## config.mk

```make
export PLATFORM = sky130hd
export DESIGN_NAME = ndma_burst_read_mgr_flat
export DESIGN_NICKNAME = d
export VERILOG_FILES = /design/src/rtl/ndma_pkg.sv /design/src/rtl/obi_bus.sv /design/src/rtl/ndma_sync_fifo.sv /design/src/rtl/ndma_burst_read_mgr.sv /design/src/flat_wrapper.sv
export SDC_FILE = /design/constraint.sdc
export NUM_CORES = 1
export LEC_CHECK = 0
export BUFFER_PORTS_ARGS = -buffer_cell sky130_fd_sc_hd__buf_4
export CAP_MARGIN = 20
export CORE_ASPECT_RATIO = 1.5
export CORE_UTILIZATION = 54
export CTS_CLUSTER_DIAMETER = 30
export DETAILED_ROUTE_END_ITERATION = 8
export PLACE_DENSITY_LB_ADDON = 0.3
export SLEW_MARGIN = 20
export SYNTH_ARGS = -nofsm -noshare
export SYNTH_HDL_FRONTEND = slang
export SYNTH_SLANG_ARGS = --single-unit
```

## constraint.sdc

```tcl
create_clock -name clk_i -period 2.8 [get_ports clk_i]
set_input_delay 0.56 -clock clk_i [delete_from_list [all_inputs] [get_ports clk_i]]
set_output_delay 0.56 -clock clk_i [all_outputs]
set_load 0.03 [all_outputs]
```

## src/rtl/ndma_pkg.sv

```systemverilog
// ndma_pkg: shared types for the NanoDMA read and write managers
package ndma_pkg;

    typedef enum logic [1:0] {
        IDLE,
        RUN,
        DRAIN,
        DONE
    } ndma_rd_state_t;

endpackage

```

## src/rtl/obi_bus.sv

```systemverilog
// OBI_BUS: OBI request/response signal bundle with manager and subordinate views
interface OBI_BUS #(
    parameter int ADDR_WIDTH = 32,
    parameter int DATA_WIDTH = 32
);
    logic                    req;
    logic                    gnt;
    logic [ADDR_WIDTH-1:0]   addr;
    logic                    we;
    logic [DATA_WIDTH/8-1:0] be;
    logic [DATA_WIDTH-1:0]   wdata;
    logic                    rvalid;
    logic [DATA_WIDTH-1:0]   rdata;
    logic                    err;

    modport Manager (output req, addr, we, be, wdata, input gnt, rvalid, rdata, err);
    modport Subordinate (input req, addr, we, be, wdata, output gnt, rvalid, rdata, err);
endinterface

```

## src/rtl/ndma_sync_fifo.sv

```systemverilog
// ndma_sync_fifo: synchronous FIFO; simultaneous push and pop allowed at any occupancy
module ndma_sync_fifo #(
    parameter int WIDTH = 32,
    parameter int DEPTH = 4,
    localparam int AW = DEPTH > 1 ? $clog2(DEPTH) : 1,
    localparam int CW = $clog2(DEPTH + 1)
) (
    input  logic             clk_i,
    input  logic             rst_ni,
    input  logic             push,
    input  logic [WIDTH-1:0] wdata,
    input  logic             pop,
    output logic [WIDTH-1:0] rdata,
    output logic             full,
    output logic             empty,
    output logic [CW-1:0]    count
);
    logic [WIDTH-1:0] mem [DEPTH];
    logic [AW-1:0]    wr_ptr, rd_ptr;
    logic             do_push, do_pop;

    function automatic logic [AW-1:0] inc(input logic [AW-1:0] p);
        return p == AW'(DEPTH - 1) ? '0 : p + 1'b1;
    endfunction

    assign empty   = count == '0;
    assign full    = count == CW'(DEPTH);
    assign do_pop  = pop && !empty;
    assign do_push = push && (!full || do_pop);
    assign rdata   = empty ? '0 : mem[rd_ptr];

    // storage array, written on accepted push
    always_ff @(posedge clk_i) begin
        if (do_push) mem[wr_ptr] <= wdata;
    end

    // pointers and occupancy count
    always_ff @(posedge clk_i) begin
        if (!rst_ni) begin
            wr_ptr <= '0;
            rd_ptr <= '0;
            count  <= '0;
        end else begin
            if (do_push) wr_ptr <= inc(wr_ptr);
            if (do_pop) rd_ptr <= inc(rd_ptr);
            count <= count + CW'(do_push) - CW'(do_pop);
        end
    end
endmodule

```

## src/rtl/ndma_burst_read_mgr.sv

```systemverilog
// ndma_burst_read_mgr: OBI burst reader with outstanding requests and buffered output; NDMA_RD_ERR_EN enables bus error handling
module ndma_burst_read_mgr
    import ndma_pkg::*;
#(
    parameter int ADDR_W     = 32,
    parameter int DATA_W     = 32,
    parameter int LEN_W      = 16,
    parameter int MAX_OUTST  = 2,
    parameter int FIFO_DEPTH = 4
) (
    input  logic              clk_i,
    input  logic              rst_ni,
    input  logic              start_i,
    input  logic [ADDR_W-1:0] base_addr_i,
    input  logic [LEN_W-1:0]  len_i,
    output logic [DATA_W-1:0] rdata_o,
    output logic              rvalid_o,
    input  logic              rready_i,
    output logic              busy_o,
    output logic              done_o,
    output logic              err_o,
    OBI_BUS.Manager           read_mgr
);
    localparam int OW = $clog2(MAX_OUTST + 1);
    localparam int CW = $clog2(FIFO_DEPTH + 1);
    localparam logic [ADDR_W-1:0] STEP = ADDR_W'(DATA_W / 8);

    ndma_rd_state_t    state_q, state_d;
    logic [ADDR_W-1:0] addr_q;
    logic [LEN_W-1:0]  rem_q;
    logic [OW-1:0]     outst_q;
    logic [CW-1:0]     fifo_cnt;
    logic              fifo_full, fifo_empty;
    logic              req, fire, resp, resp_err, push, pop, drained, start_ok;
    logic              unused_sig;

    // credit rule: a request is only issued if its data is guaranteed a FIFO slot
    assign req = state_q == RUN && rem_q != '0 && 32'(outst_q) < MAX_OUTST
                 && 32'(outst_q) + 32'(fifo_cnt) < FIFO_DEPTH;
    assign fire     = req && read_mgr.gnt;
    assign resp     = read_mgr.rvalid && outst_q != '0;
    assign push     = resp && !resp_err;
    assign pop      = rvalid_o && rready_i;
    assign start_ok = state_q == IDLE && start_i;
    // empty next cycle: nothing in flight and the last entry (if any) leaves now
    assign drained  = outst_q == '0 && (fifo_empty || (fifo_cnt == CW'(1) && pop));
    assign rvalid_o = !fifo_empty;

    assign read_mgr.req   = req;
    assign read_mgr.addr  = addr_q;
    assign read_mgr.we    = 1'b0;
    assign read_mgr.be    = '1;
    assign read_mgr.wdata = '0;

`ifdef NDMA_RD_ERR_EN
    logic err_q;
    assign resp_err   = resp && read_mgr.err;
    assign err_o      = err_q;
    assign unused_sig = fifo_full;

    // sticky error, cleared by the next accepted start
    always_ff @(posedge clk_i) begin
        if (!rst_ni) err_q <= 1'b0;
        else if (start_ok) err_q <= 1'b0;
        else if (resp_err) err_q <= 1'b1;
    end
`else
    assign resp_err   = 1'b0;
    assign err_o      = 1'b0;
    assign unused_sig = fifo_full ^ read_mgr.err;
`endif

    ndma_sync_fifo #(.WIDTH(DATA_W), .DEPTH(FIFO_DEPTH)) u_fifo (
        .clk_i (clk_i),
        .rst_ni(rst_ni),
        .push  (push),
        .wdata (read_mgr.rdata),
        .pop   (pop),
        .rdata (rdata_o),
        .full  (fifo_full),
        .empty (fifo_empty),
        .count (fifo_cnt)
    );

    // next-state and status outputs
    always_comb begin
        state_d = state_q;
        busy_o  = state_q != IDLE;
        done_o  = state_q == DONE;
        case (state_q)
            IDLE:    if (start_i) state_d = len_i == '0 ? DONE : RUN;
            RUN:     if ((fire && rem_q == LEN_W'(1)) || resp_err) state_d = DRAIN;
            DRAIN:   if (drained) state_d = DONE;
            DONE:    state_d = IDLE;
            default: state_d = IDLE;
        endcase
    end

    // state, burst address/remaining count and outstanding-request tracking
    always_ff @(posedge clk_i) begin
        if (!rst_ni) begin
            state_q <= IDLE;
            addr_q  <= '0;
            rem_q   <= '0;
            outst_q <= '0;
        end else begin
            state_q <= state_d;
            if (start_ok) begin
                addr_q <= base_addr_i;
                rem_q  <= len_i;
            end else if (fire) begin
                addr_q <= addr_q + STEP;
                rem_q  <= rem_q - 1'b1;
            end
            if (resp_err) rem_q <= '0;
            outst_q <= outst_q + OW'(fire) - OW'(resp);
        end
    end
endmodule

```

## src/flat_wrapper.sv

```systemverilog
// flat-port wrapper written by rule: the top's interface ports become plain ports
module ndma_burst_read_mgr_flat import ndma_pkg::*;
#(
    parameter int ADDR_W     = 32,
    parameter int DATA_W     = 32,
    parameter int LEN_W      = 16,
    parameter int MAX_OUTST  = 2,
    parameter int FIFO_DEPTH = 4
)
  (clk_i, rst_ni, start_i, base_addr_i, len_i, rdata_o, rvalid_o, rready_i, busy_o, done_o, err_o, read_mgr_req, read_mgr_addr, read_mgr_we, read_mgr_be, read_mgr_wdata, read_mgr_gnt, read_mgr_rvalid, read_mgr_rdata, read_mgr_err);
  OBI_BUS #(.ADDR_WIDTH(32), .DATA_WIDTH(32)) read_mgr_i ();
  input  logic clk_i;
  input  logic rst_ni;
  input  logic start_i;
  input  logic [ADDR_W-1:0] base_addr_i;
  input  logic [LEN_W-1:0] len_i;
  output logic [DATA_W-1:0] rdata_o;
  output logic rvalid_o;
  input  logic rready_i;
  output logic busy_o;
  output logic done_o;
  output logic err_o;
  output wire logic [$bits(read_mgr_i.req)-1:0] read_mgr_req;
  output wire logic [$bits(read_mgr_i.addr)-1:0] read_mgr_addr;
  output wire logic [$bits(read_mgr_i.we)-1:0] read_mgr_we;
  output wire logic [$bits(read_mgr_i.be)-1:0] read_mgr_be;
  output wire logic [$bits(read_mgr_i.wdata)-1:0] read_mgr_wdata;
  input wire logic [$bits(read_mgr_i.gnt)-1:0] read_mgr_gnt;
  input wire logic [$bits(read_mgr_i.rvalid)-1:0] read_mgr_rvalid;
  input wire logic [$bits(read_mgr_i.rdata)-1:0] read_mgr_rdata;
  input wire logic [$bits(read_mgr_i.err)-1:0] read_mgr_err;
  assign read_mgr_req = read_mgr_i.req;
  assign read_mgr_addr = read_mgr_i.addr;
  assign read_mgr_we = read_mgr_i.we;
  assign read_mgr_be = read_mgr_i.be;
  assign read_mgr_wdata = read_mgr_i.wdata;
  assign read_mgr_i.gnt = read_mgr_gnt;
  assign read_mgr_i.rvalid = read_mgr_rvalid;
  assign read_mgr_i.rdata = read_mgr_rdata;
  assign read_mgr_i.err = read_mgr_err;
  ndma_burst_read_mgr #(.ADDR_W(ADDR_W), .DATA_W(DATA_W), .LEN_W(LEN_W), .MAX_OUTST(MAX_OUTST), .FIFO_DEPTH(FIFO_DEPTH)) u_core (.clk_i(clk_i), .rst_ni(rst_ni), .start_i(start_i), .base_addr_i(base_addr_i), .len_i(len_i), .rdata_o(rdata_o), .rvalid_o(rvalid_o), .rready_i(rready_i), .busy_o(busy_o), .done_o(done_o), .err_o(err_o), .read_mgr(read_mgr_i));
endmodule
```

After elaboration in Yosys (flattened, before gate mapping)
Memory sizes are Yosys's and may differ from the RTL's. A register that Yosys moved wholly into a read port is not among the register bits. Cells that the tools add are included.

Register bits: 59. Latch bits: 0. Bits in writable memories: 128. Memory bits (read-only): 0. Input port bits: 87. Output and inout bits: 106. Logic and storage cells: 71. Memories kept: 1.

$add $sub $neg: 9. Multipliers: 0. Divide/modulo/power cells: 0. $lt $le $gt $ge: 2. Eq/ne operators: 11. Shift operators: 0. Mux-type cells: 16. Bitwise operators: 0. Reductions and logical operators: 25.

Memory list: u_core.u_fifo.mem (depth 4, width 32, read ports 1, clocked after Yosys merged registers in 1, wr ports 1, line ndma_sync_fifo.sv:18) `logic [WIDTH-1:0] mem [DEPTH];`.

Operators by type and width (number): $mux W32 (3); $add A32 B3 Y32 const B (1); $lt A32 B3 Y1 const B (1); $mux W16 (2); $eq A16 B1 Y1 const B (1); $logic_not A16 Y1 (1); $mux W2 (8); $reduce_bool A16 Y1 (1); $sub A16 B1 Y16 const B (1); $logic_and A1 B1 Y1 (12); $eq A2 B2 Y1 const B (4); $pmux W2 S4 (1); $reduce_bool A2 Y1 (3); $add A2 B1 Y2 const B (2); $add A2 B3 Y4 (1); $logic_not A2 Y1 (2); $ne A2 B2 Y1 const B (2); $add A3 B1 Y3 (1); $eq A3 B1 Y1 const B (1); $eq A3 B3 Y1 const B (1); $logic_not A3 Y1 (1); $reduce_and A3 Y1 (1); $sub A3 B1 Y3 (1); $add A2 B1 Y2 (1); 7 further kinds (10).

Depth between registers and ports, before layout
Gate-level depths: netlist of run 1.

Word-level depth: 8. Mapped depth: 11. Mapped depth without buffers: 10.

By module
From an unflattened synthesis of run 1, not the netlist that was laid out.

Cell total of the unflattened synthesis: 684. Area, all modules: 8724.6 µm².

Modules (own cells, without submodules): ndma_sync_fifo (instances 1, cells an instance 254, area each 5321.4 µm²); ndma_burst_read_mgr (instances 1, cells an instance 430, area each 3403.3 µm²).

Worst setup path before layout of run 1
No wires, ideal clock.

Path kind: register to output. Start point: register u_core.rem_q[0]. End point: output read_mgr_req. Data arrival time: 1.749 ns. Setup slack: 0.491 ns. Stages on the path, launching flop included: 8. Path buffers: 2. Cells stage by stage: dfxtp_1 inv_1 ha_1 nor4b_1 and4_1 buf_2 buf_2 nor2_1.

Cells in the longest elaborated chain, start to end: 4.

Ends and longest elaborated chain: start: declaration (line ndma_burst_read_mgr.sv:30) `logic [LEN_W-1:0] rem_q;`; start signal: assignment (line ndma_burst_read_mgr.sv:110) `rem_q <= len_i;`; start signal: assignment (line ndma_burst_read_mgr.sv:113) `rem_q <= rem_q - 1'b1;`; $reduce_bool A16 Y1 (line ndma_burst_read_mgr.sv:38) `assign req = state_q == RUN && rem_q != '0 && 32'(outst_q) < MAX_OUTST`; $logic_and A1 B1 Y1 (2 in a row) (line ndma_burst_read_mgr.sv:38); $logic_and A1 B1 Y1 (line ndma_burst_read_mgr.sv:39) `&& 32'(outst_q) + 32'(fifo_cnt) < FIFO_DEPTH;`; end: declaration (line flat_wrapper.sv:23) `output wire logic [$bits(read_mgr_i.req)-1:0] read_mgr_req;`.

Every way passes these cells.

Worst setup path after layout of run 1
Start point: register u_core.rem_q[8]. End point: output read_mgr_req.

The elaborated chain is that of the path after synthesis.

==> impl_metrics.env, run 1 <==
export IMPL_htree_levels=4
export IMPL_dpl_cell_count=1014
export IMPL_reg2regPathDepth=7
export IMPL_power_leakage_nw=3.873
export IMPL_ant_nets=0
export IMPL_syn_to_final_growth_pct=22.18
export IMPL_tightestPinTransition_ns=0.6509
export IMPL_drt_total_wl_um=19050
export IMPL_crit_type="flop to primary output"
export IMPL_synth_edff_count=128
export IMPL_track_usage_pct=23.48
export IMPL_slew_limit_headroom_pct=56.20
export IMPL_yosysSeqAreaShare_pct=58.56
export IMPL_clk_latency_ns=0.42
export IMPL_worst_setup_path_end_kind="primary output"
export IMPL_ys_warn_count=0
export IMPL_drive_gt1_share_pct=29.18
export IMPL_rr_endpoint="u_core.read_mgr.addr[22]$_SDFFE_PN0P_"
export IMPL_total_power_mw=9.310
export IMPL_min_delay_start="read_mgr_rdata[29]"
export IMPL_hpwl_um=13530
export IMPL_clkSinkCount=189
export IMPL_hold_path_class="primary input to flop"
export IMPL_swShare_pct=36.50
export IMPL_report_final_slew_viol_count=0
export IMPL_place_congestion=0.8688
export IMPL_wl_per_cell_um=18.21
export IMPL_final_util_pct=67.63
export IMPL_r2r_slack_ns=0.29
export IMPL_die_area_um2=16540
export IMPL_clk_pin_slew_ns=0.08
export IMPL_cts_resized_gates=0
export IMPL_fillers=1140
export IMPL_grt_pass1_vias=6025
export IMPL_avgSynthCellArea_um2=12.66
export IMPL_cp_max_fo=10
export IMPL_synth_compound_area_share_pct=8.057
export IMPL_hold_buffers=0
export IMPL_cpMaxStageDelayCell="nor4_1"
export IMPL_multi_input_comb_area_um2=3231
export IMPL_antenna_cells=0
export IMPL_power_switching_mw=3.398
export IMPL_synth_xor_area_share_pct=2.633
export IMPL_dr_pass1_iters=5
export IMPL_cts_buffer_depth=2
export IMPL_via_count=5948
export IMPL_p_seq_share_pct=38.6
export IMPL_holdPathEnd="u_core.u_fifo.mem[0][29]$_DFFE_PP_"
export IMPL_fp_dieH_um=157.0
export IMPL_core_um2=15630
export IMPL_crit_chain="nor4_1 > and4_2 > nor2_1 > buf_4"
export IMPL_synth_ff_type="edfxtp_1"
export IMPL_rows=56
export IMPL_critical_path_top_delay_family="simple AND/OR/NAND/NOR gates"
export IMPL_synthAdderAreaFrac_pct=2.691
export IMPL_yosys_area_share_simple_pct=13.24
export IMPL_synth_top_family_by_area="simple AND/OR/NAND/NOR gates"
export IMPL_post_synth_num_cell_types=44
export IMPL_worstPathRequired_ns=2.24
export IMPL_hold_viol=0
export IMPL_cp_buffers_inverters=1
export IMPL_whs_path_depth=1
export IMPL_dp_slack_ns=0.2975
export IMPL_regArea_um2=5067
export IMPL_syn_area_um2=8650
export IMPL_synthMuxAreaShare_pct=8.911
export IMPL_vdd_drop_max_mv=0.4471
export IMPL_status="finished clean"
export IMPL_cts_tree="done"
export IMPL_crit_path_max_incr_delay_ns=0.57
export IMPL_p_int_mw=5.912
export IMPL_cap_viol_max_count=0
export IMPL_finalSetupViolations=0
export IMPL_grt_pass1_wl_um=30010
export IMPL_r2r_start="u_core.rem_q[0]$_SDFFE_PN0P_"
export IMPL_start_kind="flop"
export IMPL_overflow=0
export IMPL_route_detailed_drc=0
export IMPL_layout_common_cells="160 x buf_4, 128 x edfxtp_1, 59 x dfxtp_1"
export IMPL_synthArstFlopShare_pct=0
export IMPL_p_per_area_nw_per_um2=881.0
export IMPL_setup_tns_ns=0
export IMPL_syn_inst=683
export IMPL_die_w_um=105.3
export IMPL_final_common_cell="buf_4"
export IMPL_min_period_ns=2.670
export IMPL_p_clk_share_pct=25.7
export IMPL_min_period_over_period_pct=95.36
export IMPL_root_buffer="clkbuf_16"
export IMPL_cts_made_buffers=17
export IMPL_nets=935
export IMPL_yosys_register_bits=189
export IMPL_worst_ep_arrival_time_ns=2.11
export IMPL_grt_max_degree=51
export IMPL_final_cell_count_no_fill=1046
export IMPL_numPortBuffers=153
export IMPL_rsz0062_at_grt="false"
export IMPL_combPwrFrac_pct=35.7
export IMPL_io_pins=193
export IMPL_post_drt_via_cell_ratio=5.686
export IMPL_cts_setup_buffers=0
export IMPL_antenna_found_initial=0
export IMPL_fin_skew_ns=0.01404
export IMPL_initial_utilization_pct=55.36
export IMPL_fmax_mhz=374.5
export IMPL_drtIter0Drc=278
export IMPL_worst_slack_ns=0.1300
==> cell usage after synthesis (2+ instances only) <==
| library cell | number | area share [%] |
|---|---|---|
| a211oi_1 | 3 | 0.26 |
| a21oi_1 | 31 | 1.8 |
| a31o_2 | 2 | 0.20 |
| a31oi_1 | 18 | 1.3 |
| and2_1 | 41 | 3.0 |
| and3_1 | 8 | 0.58 |
| and4_1 | 9 | 0.91 |
| buf_1 | 3 | 0.13 |
| buf_2 | 7 | 0.40 |
| buf_4 | 38 | 3.3 |
| clkbuf_1 | 26 | 1.1 |
| conb_1 | 2 | 0.087 |
| dfxtp_1 | 61 | 14 |
| edfxtp_1 | 128 | 44 |
| ha_1 | 17 | 2.5 |
| inv_1 | 17 | 0.74 |
| mux2i_1 | 5 | 0.58 |
| mux4_2 | 32 | 8.3 |
| nand2_1 | 25 | 1.1 |
| nand3_1 | 16 | 0.93 |
| nand4_1 | 13 | 0.94 |
| nor2_1 | 25 | 1.1 |
| nor2b_1 | 2 | 0.14 |
| nor3_1 | 13 | 0.75 |
| nor4_1 | 15 | 1.1 |
| nor4b_1 | 4 | 0.40 |
| nor4bb_1 | 2 | 0.23 |
| o21ai_0 | 55 | 3.2 |
| o31a_1 | 2 | 0.20 |
| o31ai_1 | 7 | 0.61 |
| or3_1 | 11 | 0.80 |
| or4_1 | 9 | 0.78 |
| xnor2_1 | 21 | 2.1 |
| xor2_1 | 5 | 0.51 |
==> stage by stage <==
stage               area (um2)  hold slack (ns)
floorplan                 8785           0.4541
global placement          9950           0.4510
detailed placement        9950           0.4632
CTS                      10560           0.3210
global route             10570           0.3154
finish                   10570           0.3347
==> logic make-up (layout without fill, tap and decap cells) <==
family	count (synthesis)	in the layout
and+or+nand+nor	196	196
DFF	189	189
AOI/OAI and AO/OA	123	123
buffers and inverters	92	216
muxes	37	37
xor gates and xnor gates	26	26
adders and majority gates	18	18
other	2	38
==> registers in the layout, summed over array words and instances (netlist names), named ones only <==
name,count
u_core.u_fifo.mem,128
u_core.read_mgr.addr,32
u_core.rem_q,16
u_core.u_fifo.count,3
u_core.outst_q,2
u_core.state_q,2
u_core.u_fifo.rd_ptr,2
u_core.u_fifo.wr_ptr,2
==> final cells by class <==
cell class / instances / share of cell area (%)
clock buffers: 17 / 4.026
clock inverters: 15 / 1.752
flip-flops and latches: 189 / 47.95
repair buffers: 167 / 12.69
well taps: 203 / 2.404
inverters: 17 / 0.6038
multi-input cells: 438 / 30.57
==> per-layer routing <==
metal | wire length (um) | vias up | track usage (%)
met5 | 0 | - | 0
li1 | - | 2805 | -
met1 | 7173 | 2905 | 26.63
met2 | 10650 | 205 | 44.20
met3 | 840 | 33 | 4.306
met4 | 377 | 0 | 7.646
==> power by group through the flow <==
stage | sequential [mW] | clock [mW] | combinational (mW)
after floorplan | 3.72 | 0 | 2.13
after global placement | 3.61 | 0 | 3.25
after detailed placement | 3.64 | 0 | 3.35
after CTS | 3.59 | 2.44 | 3.36
after global routing | 3.63 | 2.55 | 3.58
final | 3.59 | 2.39 | 3.33
==> how the worst max path moves through the flow <==
stage                                                  endpoint  depth (start not counted)  slack, ns                              start
after detailed placement  u_core.read_mgr.addr[22]$_SDFFE_PN0P_                          7       0.30       u_core.rem_q[0]$_SDFFE_PN0P_
after global placement             u_core.outst_q[1]$_SDFF_PN0_                          9       0.38  u_core.u_fifo.count[1]$_SDFF_PN0_
after floorplan                                    read_mgr_req                          7       0.49       u_core.rem_q[0]$_SDFFE_PN0P_
after CTS                                          read_mgr_req                          6       0.04       u_core.rem_q[0]$_SDFFE_PN0P_
after global routing                               read_mgr_req                          4       0.06       u_core.rem_q[8]$_SDFFE_PN0P_
final                                              read_mgr_req                          4       0.13       u_core.rem_q[8]$_SDFFE_PN0P_
Power figures use the tool's default switching activity.
==> inputs of run 2 (changes only) <==
Settings changed: MAX_ROUTING_LAYER set to met4.
==> impl_metrics.env, run 2 (synthesis gave the netlist of run 1 again) <==
export IMPL_status="finished clean"
export IMPL_tightestPinTransition_ns=0.6852
export IMPL_hold_ws_ns=0.3327
export IMPL_dpl_cell_count=1014
export IMPL_htree_levels=4
export IMPL_slew_limit_headroom_pct=53.90
export IMPL_cp_max_fo=9
export IMPL_nets=935
export IMPL_final_cell_count_no_fill=1046
export IMPL_clk_latency_ns=0.42
export IMPL_rows=56
export IMPL_cts_setup_buffers=0
export IMPL_start_kind="flop"
export IMPL_final_area_um2=10520
export IMPL_final_util_pct=67.30
export IMPL_dr_pass1_iters=5
export IMPL_initial_utilization_pct=55.36
export IMPL_root_buffer="clkbuf_16"
export IMPL_grt_pass1_wl_um=29790
export IMPL_cts_made_buffers=17
export IMPL_hold_viol=0
export IMPL_cpMaxStageDelayCell="and4_4"
export IMPL_min_period_ns=2.622
export IMPL_ant_nets=0
export IMPL_hpwl_um=13100
export IMPL_regMostFlops="u_core.u_fifo.mem"
export IMPL_post_drt_via_cell_ratio=5.741
export IMPL_grt_pass1_vias=6018
export IMPL_track_usage_pct=24.06
export IMPL_numPortBuffers=153
export IMPL_overflow=0
export IMPL_largest_register_ffs=128
export IMPL_worst_setup_path_end_kind="primary output"
export IMPL_drive_gt1_share_pct=28.94
export IMPL_power_leakage_nw=3.856
export IMPL_cap_viol_max_count=0
export IMPL_drt_total_wl_um=18680
export IMPL_fin_skew_ns=0.01448
export IMPL_finalSetupViolations=0
export IMPL_cts_tree="done"
export IMPL_die_area_um2=16540
export IMPL_antenna_cells=0
export IMPL_place_congestion=0.8895
export IMPL_via_count=6005
export IMPL_hold_buffers=0
export IMPL_vdd_drop_max_mv=0.4705
export IMPL_placed_area_um2=9899
export IMPL_clkSinkCount=189
export IMPL_antenna_found_initial=0
export IMPL_rsz0062_at_grt="false"
export IMPL_syn_to_final_growth_pct=21.58
export IMPL_io_pins=193
export IMPL_cts_buffer_depth=2
export IMPL_crit_path_max_incr_delay_ns=0.36
export IMPL_layout_common_cells="164 x buf_4, 128 x edfxtp_1, 59 x dfxtp_1"
export IMPL_cts_resized_gates=0
export IMPL_crit_chain="inv_1 > ha_1 > nor4b_1 > and4_4 > nor2_1 > buf_4"
export IMPL_setup_tns_ns=0
export IMPL_core_um2=15630
export IMPL_fmax_mhz=381.3
export IMPL_crit_type="flop to primary output"
export IMPL_drtIter0Drc=347
export IMPL_fp_dieH_um=157.0
export IMPL_clk_pin_slew_ns=0.08
export IMPL_worst_ep_arrival_time_ns=2.06
export IMPL_grt_max_degree=51
export IMPL_p_per_area_nw_per_um2=884.4
export IMPL_min_period_over_period_pct=93.66
export IMPL_worstPathRequired_ns=2.24
export IMPL_hold_path_class="primary input to flop"
export IMPL_die_w_um=105.3
export IMPL_wl_per_cell_um=17.86
export IMPL_route_detailed_drc=0
export IMPL_report_final_slew_viol_count=0
export IMPL_final_common_cell="buf_4"
run 2: cell types whose count changed in the layout (fill, tap and decap cells not counted), sizes merged:
cell,previous run,this run
bufinv,0,1
clkinv,8,6
clkinvlp,0,1
run 2: area by class of cell:
cell class,count,area [um2]
flip-flops and latches,189,5067
inverters,17,63.81
multi-input cells,438,3226
clock inverters,15,188.9
clock buffers,17,425.4
fillers,1124,5109
well taps,203,254.0
repair buffers,167,1291
run 2: routing by layer:
metal	routed length, um	up-vias	GRT usage (%)
li1	-	2818	-
met1	6937	2930	25.79
met2	10470	227	44.20
met3	925	30	4.058
met4	346	0	9.188
met5	0	-	-
run 2: worst max-delay path: cells and delay by family, from the launching register on:
| kind | cells | cell delay, ns |
|---|---|---|
| buffers and inverters | 2 | 0.27 |
| flip-flops | 1 | 0.34 |
| adder cells (fa/ha/maj) | 1 | 0.24 |
| AND/OR/NAND/NOR | 3 | 0.79 |
run 2: report_power, final:
part	internal, mW	switching, mW	total (mW)
logic	1.35	1.93	3.28
clock network	1.29	1.15	2.44
registers	3.32	0.270	3.59
run 2: through the flow:
step	worst slack, ns	total power [mW]
finish	0.1776	9.301
global route	0.04012	9.768
global placement	0.3894	6.829
detailed placement	0.3212	6.950
floorplan	0.4908	5.858
CTS	0.03692	9.386
run 2: final timing paths:
path / startpoint / cells after the start / slack, ns / endpoint
max: u_core.rem_q[1]$_SDFFE_PN0P_ / 6 / 0.18 / read_mgr_req
min: read_mgr_rdata[29] / 1 / 0.33 / u_core.u_fifo.mem[1][29]$_DFFE_PP_
max reg2reg: u_core.state_q[1]$_SDFFE_PN0P_ / 10 / 0.30 / u_core.outst_q[1]$_SDFF_PN0_
min reg2reg: u_core.read_mgr.addr[1]$_SDFFE_PN0P_ / 2 / 0.46 / u_core.read_mgr.addr[1]$_SDFFE_PN0P_
